<file path="src/rtl/dmem_arbiter_pkg.sv">
// Shared types and sizes for the data-memory arbiter.
package dmem_arbiter_pkg;

   typedef enum logic [1:0] {
      IDLE   = 2'd0,
      ACCESS = 2'd1,
      DONE   = 2'd2
   } arb_state_t;

   typedef enum logic {
      PORT_P0 = 1'b0,
      PORT_P1 = 1'b1
   } port_sel_t;

   // Wide enough for the full LATENCY range of 1..15.
   localparam int unsigned LAT_W = 4;

endpackage

</file>
<file path="src/rtl/dmem_arbiter_if.sv">
// Requester ports and data-memory drive of the arbiter; slave is the arbiter side.
interface dmem_arbiter_if #(
   parameter int unsigned ADDRESS_SIZE = 32,
   parameter int unsigned DATA_SIZE    = 32
);
   logic                    p0_req;
   logic                    p0_we;
   logic [ADDRESS_SIZE-1:0] p0_addr;
   logic [DATA_SIZE-1:0]    p0_wdata;
   logic [DATA_SIZE-1:0]    p0_rdata;
   logic                    p0_done;
   logic                    p0_stall;

   logic                    p1_req;
   logic                    p1_we;
   logic [ADDRESS_SIZE-1:0] p1_addr;
   logic [DATA_SIZE-1:0]    p1_wdata;
   logic [DATA_SIZE-1:0]    p1_rdata;
   logic                    p1_done;

   logic                    dm_write_enable;
   logic [ADDRESS_SIZE-1:0] dm_write_address;
   logic [DATA_SIZE-1:0]    dm_write_data;
   logic [ADDRESS_SIZE-1:0] dm_read_address;
   logic [DATA_SIZE-1:0]    dm_read_data;

   modport master (
      output p0_req, p0_we, p0_addr, p0_wdata,
      input  p0_rdata, p0_done, p0_stall,
      output p1_req, p1_we, p1_addr, p1_wdata,
      input  p1_rdata, p1_done,
      input  dm_write_enable, dm_write_address, dm_write_data, dm_read_address,
      output dm_read_data
   );

   modport slave (
      input  p0_req, p0_we, p0_addr, p0_wdata,
      output p0_rdata, p0_done, p0_stall,
      input  p1_req, p1_we, p1_addr, p1_wdata,
      output p1_rdata, p1_done,
      output dm_write_enable, dm_write_address, dm_write_data, dm_read_address,
      input  dm_read_data
   );
endinterface

</file>
<file path="src/rtl/dmem_rr_select.sv">
// Fixed-priority p0 arbitration with a starvation escape for p1.
module dmem_rr_select
   import dmem_arbiter_pkg::*;
#(
   parameter int unsigned STARVE_LIMIT = 4
) (
   input  logic      clock,
   input  logic      reset,
   input  logic      p0_req,
   input  logic      p1_req,
   input  logic      grant_en,
   output logic      any_req_c,
   output port_sel_t sel_c
);
   localparam int unsigned CNT_W = (STARVE_LIMIT < 1) ? 1 : $clog2(STARVE_LIMIT + 1);

   logic [CNT_W-1:0] starve_cnt;
   logic             starved_c;

   assign starved_c = p1_req && (starve_cnt == CNT_W'(STARVE_LIMIT));
   assign any_req_c = p0_req | p1_req;
   assign sel_c     = (p1_req && (!p0_req || starved_c)) ? PORT_P1 : PORT_P0;

   // Counts p0 grants taken while p1 is waiting; any idle p1 clears it.
   always_ff @(posedge clock or posedge reset) begin
      if (reset) begin
         starve_cnt <= '0;
      end else if (!p1_req) begin
         starve_cnt <= '0;
      end else if (grant_en && any_req_c) begin
         if (sel_c == PORT_P1)
            starve_cnt <= '0;
         else if (starve_cnt != CNT_W'(STARVE_LIMIT))
            starve_cnt <= starve_cnt + CNT_W'(1);
      end
   end
endmodule

</file>
<file path="src/rtl/dmem_arbiter.sv">
// Two-port data-memory arbiter: grant, single-cycle store or LATENCY-cycle load, done pulse.
module dmem_arbiter
   import dmem_arbiter_pkg::*;
#(
   parameter int unsigned ADDRESS_SIZE = 32,
   parameter int unsigned DATA_SIZE    = 32,
   parameter int unsigned LATENCY      = 2,
   parameter int unsigned STARVE_LIMIT = 4
) (
   input logic           clock,
   input logic           reset,
   dmem_arbiter_if.slave bus
);
   arb_state_t              state;
   port_sel_t               win_sel;
   logic                    win_we;
   logic [LAT_W-1:0]        lat_cnt;
   logic                    p0_done;
   logic                    p1_done;
   logic [DATA_SIZE-1:0]    p0_rdata;
   logic [DATA_SIZE-1:0]    p1_rdata;
   logic                    dm_write_enable;
   logic [ADDRESS_SIZE-1:0] dm_write_address;
   logic [DATA_SIZE-1:0]    dm_write_data;
   logic [ADDRESS_SIZE-1:0] dm_read_address;

   logic                    any_req_c;
   port_sel_t               sel_c;
   logic                    req_we_c;
   logic [ADDRESS_SIZE-1:0] req_addr_c;
   logic [DATA_SIZE-1:0]    req_wdata_c;

   dmem_rr_select #(.STARVE_LIMIT(STARVE_LIMIT)) u_select (
      .clock     (clock),
      .reset     (reset),
      .p0_req    (bus.p0_req),
      .p1_req    (bus.p1_req),
      .grant_en  (state == IDLE),
      .any_req_c (any_req_c),
      .sel_c     (sel_c)
   );

   assign req_we_c    = (sel_c == PORT_P1) ? bus.p1_we    : bus.p0_we;
   assign req_addr_c  = (sel_c == PORT_P1) ? bus.p1_addr  : bus.p0_addr;
   assign req_wdata_c = (sel_c == PORT_P1) ? bus.p1_wdata : bus.p0_wdata;

   // The dm_* registers double as the latched transfer; they are zero outside ACCESS.
   always_ff @(posedge clock or posedge reset) begin
      if (reset) begin
         state            <= IDLE;
         win_sel          <= PORT_P0;
         win_we           <= 1'b0;
         lat_cnt          <= '0;
         p0_done          <= 1'b0;
         p1_done          <= 1'b0;
         p0_rdata         <= '0;
         p1_rdata         <= '0;
         dm_write_enable  <= 1'b0;
         dm_write_address <= '0;
         dm_write_data    <= '0;
         dm_read_address  <= '0;
      end else begin
         case (state)
            IDLE: begin
               if (any_req_c) begin
                  win_sel <= sel_c;
                  win_we  <= req_we_c;
                  lat_cnt <= LAT_W'(LATENCY - 1);
                  if (req_we_c) begin
                     dm_write_enable  <= 1'b1;
                     dm_write_address <= req_addr_c;
                     dm_write_data    <= req_wdata_c;
                  end else begin
                     dm_read_address  <= req_addr_c;
                  end
                  state <= ACCESS;
               end
            end
            ACCESS: begin
               if (win_we || (lat_cnt == '0)) begin
                  if (!win_we) begin
                     if (win_sel == PORT_P1) p1_rdata <= bus.dm_read_data;
                     else                    p0_rdata <= bus.dm_read_data;
                  end
                  dm_write_enable  <= 1'b0;
                  dm_write_address <= '0;
                  dm_write_data    <= '0;
                  dm_read_address  <= '0;
                  lat_cnt          <= '0;
                  p0_done          <= (win_sel == PORT_P0);
                  p1_done          <= (win_sel == PORT_P1);
                  state            <= DONE;
               end else begin
                  lat_cnt <= lat_cnt - LAT_W'(1);
               end
            end
            DONE: begin
               p0_done <= 1'b0;
               p1_done <= 1'b0;
               state   <= IDLE;
            end
            default: state <= IDLE;
         endcase
      end
   end

   assign bus.p0_stall         = bus.p0_req & ~p0_done;
   assign bus.p0_done          = p0_done;
   assign bus.p1_done          = p1_done;
   assign bus.p0_rdata         = p0_rdata;
   assign bus.p1_rdata         = p1_rdata;
   assign bus.dm_write_enable  = dm_write_enable;
   assign bus.dm_write_address = dm_write_address;
   assign bus.dm_write_data    = dm_write_data;
   assign bus.dm_read_address  = dm_read_address;
endmodule

</file>
<file path="src/flat_wrapper.sv">
// flat-port wrapper written by rule: the top's interface ports become plain ports
module dmem_arbiter_flat import dmem_arbiter_pkg::*;
#(
   parameter int unsigned ADDRESS_SIZE = 32,
   parameter int unsigned DATA_SIZE    = 32,
   parameter int unsigned LATENCY      = 2,
   parameter int unsigned STARVE_LIMIT = 4
)
  (clock, reset, bus_p0_req, bus_p0_we, bus_p0_addr, bus_p0_wdata, bus_p0_rdata, bus_p0_done, bus_p0_stall, bus_p1_req, bus_p1_we, bus_p1_addr, bus_p1_wdata, bus_p1_rdata, bus_p1_done, bus_dm_write_enable, bus_dm_write_address, bus_dm_write_data, bus_dm_read_address, bus_dm_read_data);
  dmem_arbiter_if #(.ADDRESS_SIZE(ADDRESS_SIZE), .DATA_SIZE(DATA_SIZE)) bus_i ();
  input logic clock;
  input logic reset;
  input wire logic [$bits(bus_i.p0_req)-1:0] bus_p0_req;
  input wire logic [$bits(bus_i.p0_we)-1:0] bus_p0_we;
  input wire logic [$bits(bus_i.p0_addr)-1:0] bus_p0_addr;
  input wire logic [$bits(bus_i.p0_wdata)-1:0] bus_p0_wdata;
  output wire logic [$bits(bus_i.p0_rdata)-1:0] bus_p0_rdata;
  output wire logic [$bits(bus_i.p0_done)-1:0] bus_p0_done;
  output wire logic [$bits(bus_i.p0_stall)-1:0] bus_p0_stall;
  input wire logic [$bits(bus_i.p1_req)-1:0] bus_p1_req;
  input wire logic [$bits(bus_i.p1_we)-1:0] bus_p1_we;
  input wire logic [$bits(bus_i.p1_addr)-1:0] bus_p1_addr;
  input wire logic [$bits(bus_i.p1_wdata)-1:0] bus_p1_wdata;
  output wire logic [$bits(bus_i.p1_rdata)-1:0] bus_p1_rdata;
  output wire logic [$bits(bus_i.p1_done)-1:0] bus_p1_done;
  output wire logic [$bits(bus_i.dm_write_enable)-1:0] bus_dm_write_enable;
  output wire logic [$bits(bus_i.dm_write_address)-1:0] bus_dm_write_address;
  output wire logic [$bits(bus_i.dm_write_data)-1:0] bus_dm_write_data;
  output wire logic [$bits(bus_i.dm_read_address)-1:0] bus_dm_read_address;
  input wire logic [$bits(bus_i.dm_read_data)-1:0] bus_dm_read_data;
  assign bus_i.p0_req = bus_p0_req;
  assign bus_i.p0_we = bus_p0_we;
  assign bus_i.p0_addr = bus_p0_addr;
  assign bus_i.p0_wdata = bus_p0_wdata;
  assign bus_p0_rdata = bus_i.p0_rdata;
  assign bus_p0_done = bus_i.p0_done;
  assign bus_p0_stall = bus_i.p0_stall;
  assign bus_i.p1_req = bus_p1_req;
  assign bus_i.p1_we = bus_p1_we;
  assign bus_i.p1_addr = bus_p1_addr;
  assign bus_i.p1_wdata = bus_p1_wdata;
  assign bus_p1_rdata = bus_i.p1_rdata;
  assign bus_p1_done = bus_i.p1_done;
  assign bus_dm_write_enable = bus_i.dm_write_enable;
  assign bus_dm_write_address = bus_i.dm_write_address;
  assign bus_dm_write_data = bus_i.dm_write_data;
  assign bus_dm_read_address = bus_i.dm_read_address;
  assign bus_i.dm_read_data = bus_dm_read_data;
  dmem_arbiter #(.ADDRESS_SIZE(ADDRESS_SIZE), .DATA_SIZE(DATA_SIZE), .LATENCY(LATENCY), .STARVE_LIMIT(STARVE_LIMIT)) u_core (.clock(clock), .reset(reset), .bus(bus_i));
endmodule
</file>
<file path="config.mk">
export PLATFORM = sky130hd
export DESIGN_NAME = dmem_arbiter_flat
export DESIGN_NICKNAME = d
export VERILOG_FILES = /design/src/rtl/dmem_arbiter_pkg.sv /design/src/rtl/dmem_arbiter_if.sv /design/src/rtl/dmem_rr_select.sv /design/src/rtl/dmem_arbiter.sv /design/src/flat_wrapper.sv
export SDC_FILE = /design/constraint.sdc
export NUM_CORES = 1
export LEC_CHECK = 0
export CORE_ASPECT_RATIO = 2
export CORE_MARGIN = 8
export CORE_UTILIZATION = 42
export CTS_CLUSTER_DIAMETER = 200
export DETAILED_ROUTE_END_ITERATION = 10
export PLACE_DENSITY_LB_ADDON = 0.05
export SKIP_CTS_REPAIR_TIMING = 1
export SYNTH_ARGS = -nofsm -noshare
export SYNTH_HDL_FRONTEND = slang
export SYNTH_SLANG_ARGS = --single-unit
</file>
<file path="constraint.sdc">
create_clock -name clock -period 6.1 [get_ports clock]
set_input_delay 0.61 -clock clock [delete_from_list [all_inputs] [get_ports clock]]
set_output_delay 0.61 -clock clock [all_outputs]
set_load 0.02 [all_outputs]
</file>
# [Yosys cells after proc, flatten, opt, wreduce, memory -nomap -nowiden]
# Cells that the tools add are included.
[word_totals] regBits=174 latchBits=0 mem_bits_rw=0 romBits=0 input_bits=166 output_inout_bits=164 wordCells=81 mem_count=0
[classes] n_addsub=2 multipliers=0 n_div=0 magnitude_cmp=0 n_eq_ne=10 shifts=0 mux=32 bitwise_logic=5 n_reduce_logical=19
[op_table] operator="$mux W32" n=9
[op_table] operator="$pmux W32 S2" n=3
[op_table] operator="$reduce_and A4 Y1" n=4
[op_table] operator="$mux W3" n=4
[op_table] operator="$reduce_and A2 Y1" n=5
[op_table] operator="$mux W4" n=2
[op_table] operator="$ne A2 B1 Y1 const B" n=4
[op_table] operator="$pmux W4 S2" n=1
[op_table] operator="$mux W1" n=7
[op_table] operator="$pmux W1 S2" n=3
[op_table] operator="$logic_not A4 Y1" n=1
[op_table] operator="$mux W2" n=2
[op_table] operator="$pmux W2 S2" n=1
[op_table] operator="$reduce_bool A2 Y1" n=2
[op_table] operator="$sub A4 B1 Y4 const B" n=1
[op_table] operator="$add A3 B1 Y3 const B" n=1
[op_table] operator="$eq A3 B3 Y1 const B" n=1
[op_table] operator="$logic_and A1 B1 Y1" n=3
[op_table] operator="$ne A3 B1 Y1 const B" n=1
[op_table] operator="$ne A3 B3 Y1 const B" n=1
[op_table] operator="$not A1 Y1" n=3
[op_table] operator="$eq A2 B1 Y1 const B" n=1
[op_table] operator="$eq A2 B2 Y1 const B" n=1
[op_table] operator="$logic_not A2 Y1" n=1
[op_table] operator="other kinds (5)" n=6

# [Logic depth before layout (Yosys ltp)]
[logic_depth] depth_word=9 mapped_depth=9 mapped_depth_nobuf=7

# [Cells and area by module]
# A second synthesis with hierarchy kept.
[hier_totals] hier_cells=891 hier_area_um2=9310.2
[by_module_without_submodules] module="dmem_arbiter" instances=1 cells_per_inst=869 area_each_um2=9103.7 seq_area_each_um2=4279.1
[by_module_without_submodules] module="dmem_rr_select" instances=1 cells_per_inst=22 area_each_um2=206.4 seq_area_each_um2=75.1

# [Worst setup path after synthesis]
# Ideal clock, no wire load.
[synth_path] kind="register to register" startpoint="register u_core.lat_cnt[0]" endpoint="register u_core.p0_rdata[10], in the netlist u_core.bus.p0_rdata[10]" setup_time_ns=0.125 arrival_time_ns=1.946 required_ns=5.975 path_slack_ns=4.029 path_stages_with_launch=8 path_buffers=2 synth_period_minus_slack_ns=2.071 cell_sequence="dfrtp_1 inv_1 ha_1 or3b_1 buf_2 nor4_4 buf_6 mux2_4"
[synth_between] elab_chain_len=3
[synth_rtl] element="start: declaration" line="dmem_arbiter.sv:17" text="logic [LAT_W-1:0] lat_cnt;"
[synth_rtl] element="start signal: assignment" line="dmem_arbiter.sv:68" text="lat_cnt <= LAT_W'(LATENCY - 1);"
[synth_rtl] element="start signal: assignment" line="dmem_arbiter.sv:94" text="lat_cnt <= lat_cnt - LAT_W'(1);"
[synth_rtl] element="$logic_not A4 Y1" line="dmem_arbiter.sv:80" text="if (win_we || (lat_cnt == '0)) begin"
[synth_rtl] element="$logic_or A1 B1 Y1" line="dmem_arbiter.sv:80"
[synth_rtl] element="$reduce_and A4 Y1 (no source line)"
[synth_rtl] element="end signal: assignment" line="dmem_arbiter.sv:83" text="else p0_rdata <= bus.dm_read_data;"
[synth_rtl] element="end: declaration" line="dmem_arbiter.sv:20" text="logic [DATA_SIZE-1:0] p0_rdata;"
# Every way passes these cells.
# A chain may end at the register's enable or synchronous reset.

# [Worst setup path in the final report]
[layout_path] startpoint="register u_core.lat_cnt[0]" endpoint="register u_core.dm_write_address[16], in the netlist u_core.bus.dm_write_address[16]"
[layout_between] elab_chain_len=4
[layout_rtl] element="$logic_not A4 Y1" line="dmem_arbiter.sv:80"
[layout_rtl] element="$logic_or A1 B1 Y1" line="dmem_arbiter.sv:80"
[layout_rtl] element="$ne A2 B1 Y1 (no source line)"
[layout_rtl] element="$reduce_and A4 Y1 (no source line)"
[layout_rtl] element="end signal: assignment" line="dmem_arbiter.sv:71" text="dm_write_address <= req_addr_c;"
[layout_rtl] element="end: declaration" line="dmem_arbiter.sv:23" text="logic [ADDRESS_SIZE-1:0] dm_write_address;"
# Every way passes these cells.

==> reports/results.tsv <==
stage	metric	value	unit
critical_path	CP top delay family	simple AND/OR/NAND/NOR gates	
logic_synthesis	Synthesized Nets	713	
critical_path	peak fanout along the critical path	35	
die	chip height	205.4	µm
timing	final setup violation count	0	
finish	area delta synth->final	52.59	%
grt	vias in the first global route	6484	
logic_synthesis	register area share after synthesis	0.5779	
finish	share of layout cells above drive strength 1	0.1237	
timing	fin crit share	0.5251	
logic_synthesis	ys flop type	dfrtp_1	
placed_design	pre-CTS setup slack	2.713	ns
power_and_ir_drop	Max VDD drop	260.9	µV
finish	post-layout util	0.6496	
logic_synthesis	Synth async-reset ratio	1.000	
critical_path	CP Buf/Inv Count	3	
hold_path	min-delay worst type	reg -> reg	
clock_tree	Clock transition at path regs	0.06	ns
critical_path	CP max stage delay	0.71	ns
critical_path	WP data required	6.44	ns
logic_synthesis	number of synthesized flops with an enable pin	0	
logic_synthesis	Gate Count Post-Synth	543	
die	I/O pin total	330	
placed_design	# port buffers	329	
routing	routed vias/inst	5.266	
grt	largest net degree at the start of global routing	97	
routing	via count	5724	
routing	initial DRC count	167	
logic_synthesis	Syn. warnings	0	
timing	worst-margin pin slew	1.007	ns
grt	initial antenna violation count	0	
timing	clk_skew	0.008326	ns
finish	most frequent cells in the layout	clkdlybuf4s50_1, dfrtp_1, mux2i_1	
clock_tree	CTS sink cnt	174	
timing	unrepaired setup endpoints after global routing	no	
clock_tree	CTS Root Cell	clkbuf_16	
critical_path	CP Capture Type	register	
timing	fin worst setup slack	2.897	ns
clock_tree	TritonCTS clock tree	yes	
run	maxcap violations	0	
critical_path	worst-path cell chain	inv_1, ha_1, or3b_1, a21o_2, inv_2, nor2_4, buf_4, o2bb2ai_1	
logic_synthesis	Unique masters post-synth	44	
finish	most common cell after layout, fill and taps aside	clkdlybuf4s50_1	
critical_path	Worst Setup Start Kind	register	
clock_tree	clock latency on the worst-skew pair	0.42	ns
clock_tree	H-tree levels	4	
critical_path	r2r setup slk	2.90	ns
die	core area	17700	µm²
finish	fillers	1402	
grt	GR Overflow Total	0	
logic_synthesis	Avg Inst Size Synth	13.88	µm²
die	Die Width	110.7	µm
logic_synthesis	synth top area cells	dfrtp_1, mux2i_1, o2bb2ai_1	
routing	Final ANT Viol Nets	0	
routing	Total Wirelength	23690	µm
timing	Max Slew Vio Count	0	
critical_path	CP Class	reg -> reg	
power_and_ir_drop	Pleak	0.005049	µW
status	status	completed	
logic_synthesis	mapped cell area	7535	µm²
die	Die ar.	22740	µm²
placed_design	DP HPWL	17650	µm
clock_tree	Clock Path Buffers	2	
timing	min cycle time layout	3.203	ns
finish	Nets	1030	
routing	# DRC	0	
clock_tree	CTS Buf Count	17	
routing	DR WL/cell	21.79	µm
logic_synthesis	post-synth top area share	0.5779	
grt	first-pass GRT wire length	36960	µm
timing	Worst slew margin	0.3288	
timing	f_max	312.2	MHz
placed_design	RD Place Congestion	0.8014	
die	row count	69	
critical_path	Slowest cell on crit path	nor2_4	
logic_synthesis	Yosys reg bits	174	
critical_path	critical path arrival	3.54	ns
power_and_ir_drop	Power Density	539.6	nW/µm²
die	Starting Density	0.4257	
grt	GR Util All Layers	0.2053	
logic_synthesis	Synth area leader	dfrtp_1	
timing	Setup TNS Final	0	ns
timing	Hold Vio Cnt, Final	0	
routing	Detailed Routing Iterations Pass 1	4	
==> final timing paths <==
path                                                         start                                           to  depth (start not counted)
hold reg to reg            u_core.bus.dm_write_data[1]$_DFFE_PP0P_      u_core.bus.dm_write_data[1]$_DFFE_PP0P_                          1
setup reg to reg                     u_core.lat_cnt[0]$_DFFE_PP0P_  u_core.bus.dm_write_address[16]$_DFFE_PP0P_                          8
hold / removal             u_core.bus.dm_write_data[1]$_DFFE_PP0P_      u_core.bus.dm_write_data[1]$_DFFE_PP0P_                          1
max in group asynchronous                                    reset  u_core.bus.dm_write_address[10]$_DFFE_PP0P_                          3
min in group asynchronous                                    reset          u_core.bus.p0_rdata[24]$_DFFE_PP0P_                          2
setup / recovery                     u_core.lat_cnt[0]$_DFFE_PP0P_  u_core.bus.dm_write_address[16]$_DFFE_PP0P_                          8
==> state kept, by name (all words and copies together), names as in the netlist <==
signal	count
u_core.state	2
u_core.bus.dm_write_data	32
u_core.bus.dm_read_address	32
u_core.bus.dm_write_address	32
u_core.lat_cnt	4
u_core.u_select.starve_cnt	3
u_core.bus.p1_rdata	32
u_core.win_we	1
u_core.bus.p0_done	1
u_core.bus.p1_done	1
u_core.bus.p0_rdata	32
u_core.win_sel	1
u_core.bus.dm_write_enable	1
==> worst register-to-register path, cell delays in order (launching register included) <==
cell and delay (ns):
dfrtp_1 0.40, inv_1 0.08, ha_1 0.18, or3b_1 0.29, a21o_2 0.65, inv_2 0.15
nor2_4 0.71, buf_4 0.48, o2bb2ai_1 0.19
==> synthesized netlist by cell type (3+ instances only) <==
| cell type | n |
|---|---|
| dfrtp_1 | 174 |
| mux2i_1 | 98 |
| o2bb2ai_1 | 64 |
| mux2_2 | 49 |
| nand2_1 | 40 |
| buf_2 | 17 |
| buf_6 | 15 |
| mux2_4 | 10 |
| o21ai_0 | 9 |
| inv_1 | 7 |
| nor2_1 | 6 |
| mux2_1 | 5 |
| clkbuf_1 | 4 |
| ha_1 | 4 |
| nand3_1 | 4 |
| a21oi_1 | 3 |
| nor3_1 | 3 |
==> final cells by class <==
class                      instances  area [µm²]  share of cell area
clock inverter                     8       131.4             0.01143
sequential                       174        4354              0.3787
clock buffer                      24       481.7             0.04190
multi-input combinational        324        2888              0.2512
antenna                            1       2.502           0.0002177
inverter                           8       35.03            0.003047
timing repair buffer             335        3338              0.2903
tap                              213       266.5             0.02318
==> per-stage QoR <==
stage | area (µm²) | total power, µW | hold slack [ns] | std cells
floorplan | 7535 | 3602 | 0.4853 | 543
global placement | 10880 | 5054 | 0.4663 | 1054
detailed placement | 10880 | 5131 | 0.4731 | 1054
CTS | 11490 | 6292 | 0.4902 | 1086
global route | 11490 | 6528 | 0.5103 | 1086
finish | 11500 | 6204 | 0.4871 | 1087
==> power breakdown <==
group	leakage [µW]	total, µW	switching (µW)	internal, µW
logic	0.00256	3030	1560	1470
clock network	0.000291	1130	446	680
registers	0.00220	2050	343	1700
==> kinds of logic (layout without fill, tap and decap cells) <==
family	after synthesis	after routing	share of synthesized area
buf+inv	45	375	0.04068
mux	162	162	0.2308
flops	174	174	0.5779
compound gates	89	89	0.09897
simple gates	69	69	0.04500
other cells	0	1	0
fa+ha+maj	4	4	0.006643
==> layer usage <==
| layer | GRT usage | vias to the layer above | routed length (µm) |
|---|---|---|---|
| met3 | 0.07589 | 26 | 1704 |
| met4 | 0.07965 | 0 | 603 |
| met5 | 0 | - | 0 |
| met1 | 0.2190 | 2867 | 8839 |
| li1 | - | 2601 | - |
| met2 | 0.3596 | 230 | 12540 |
(Power assumes the default switching activity.)
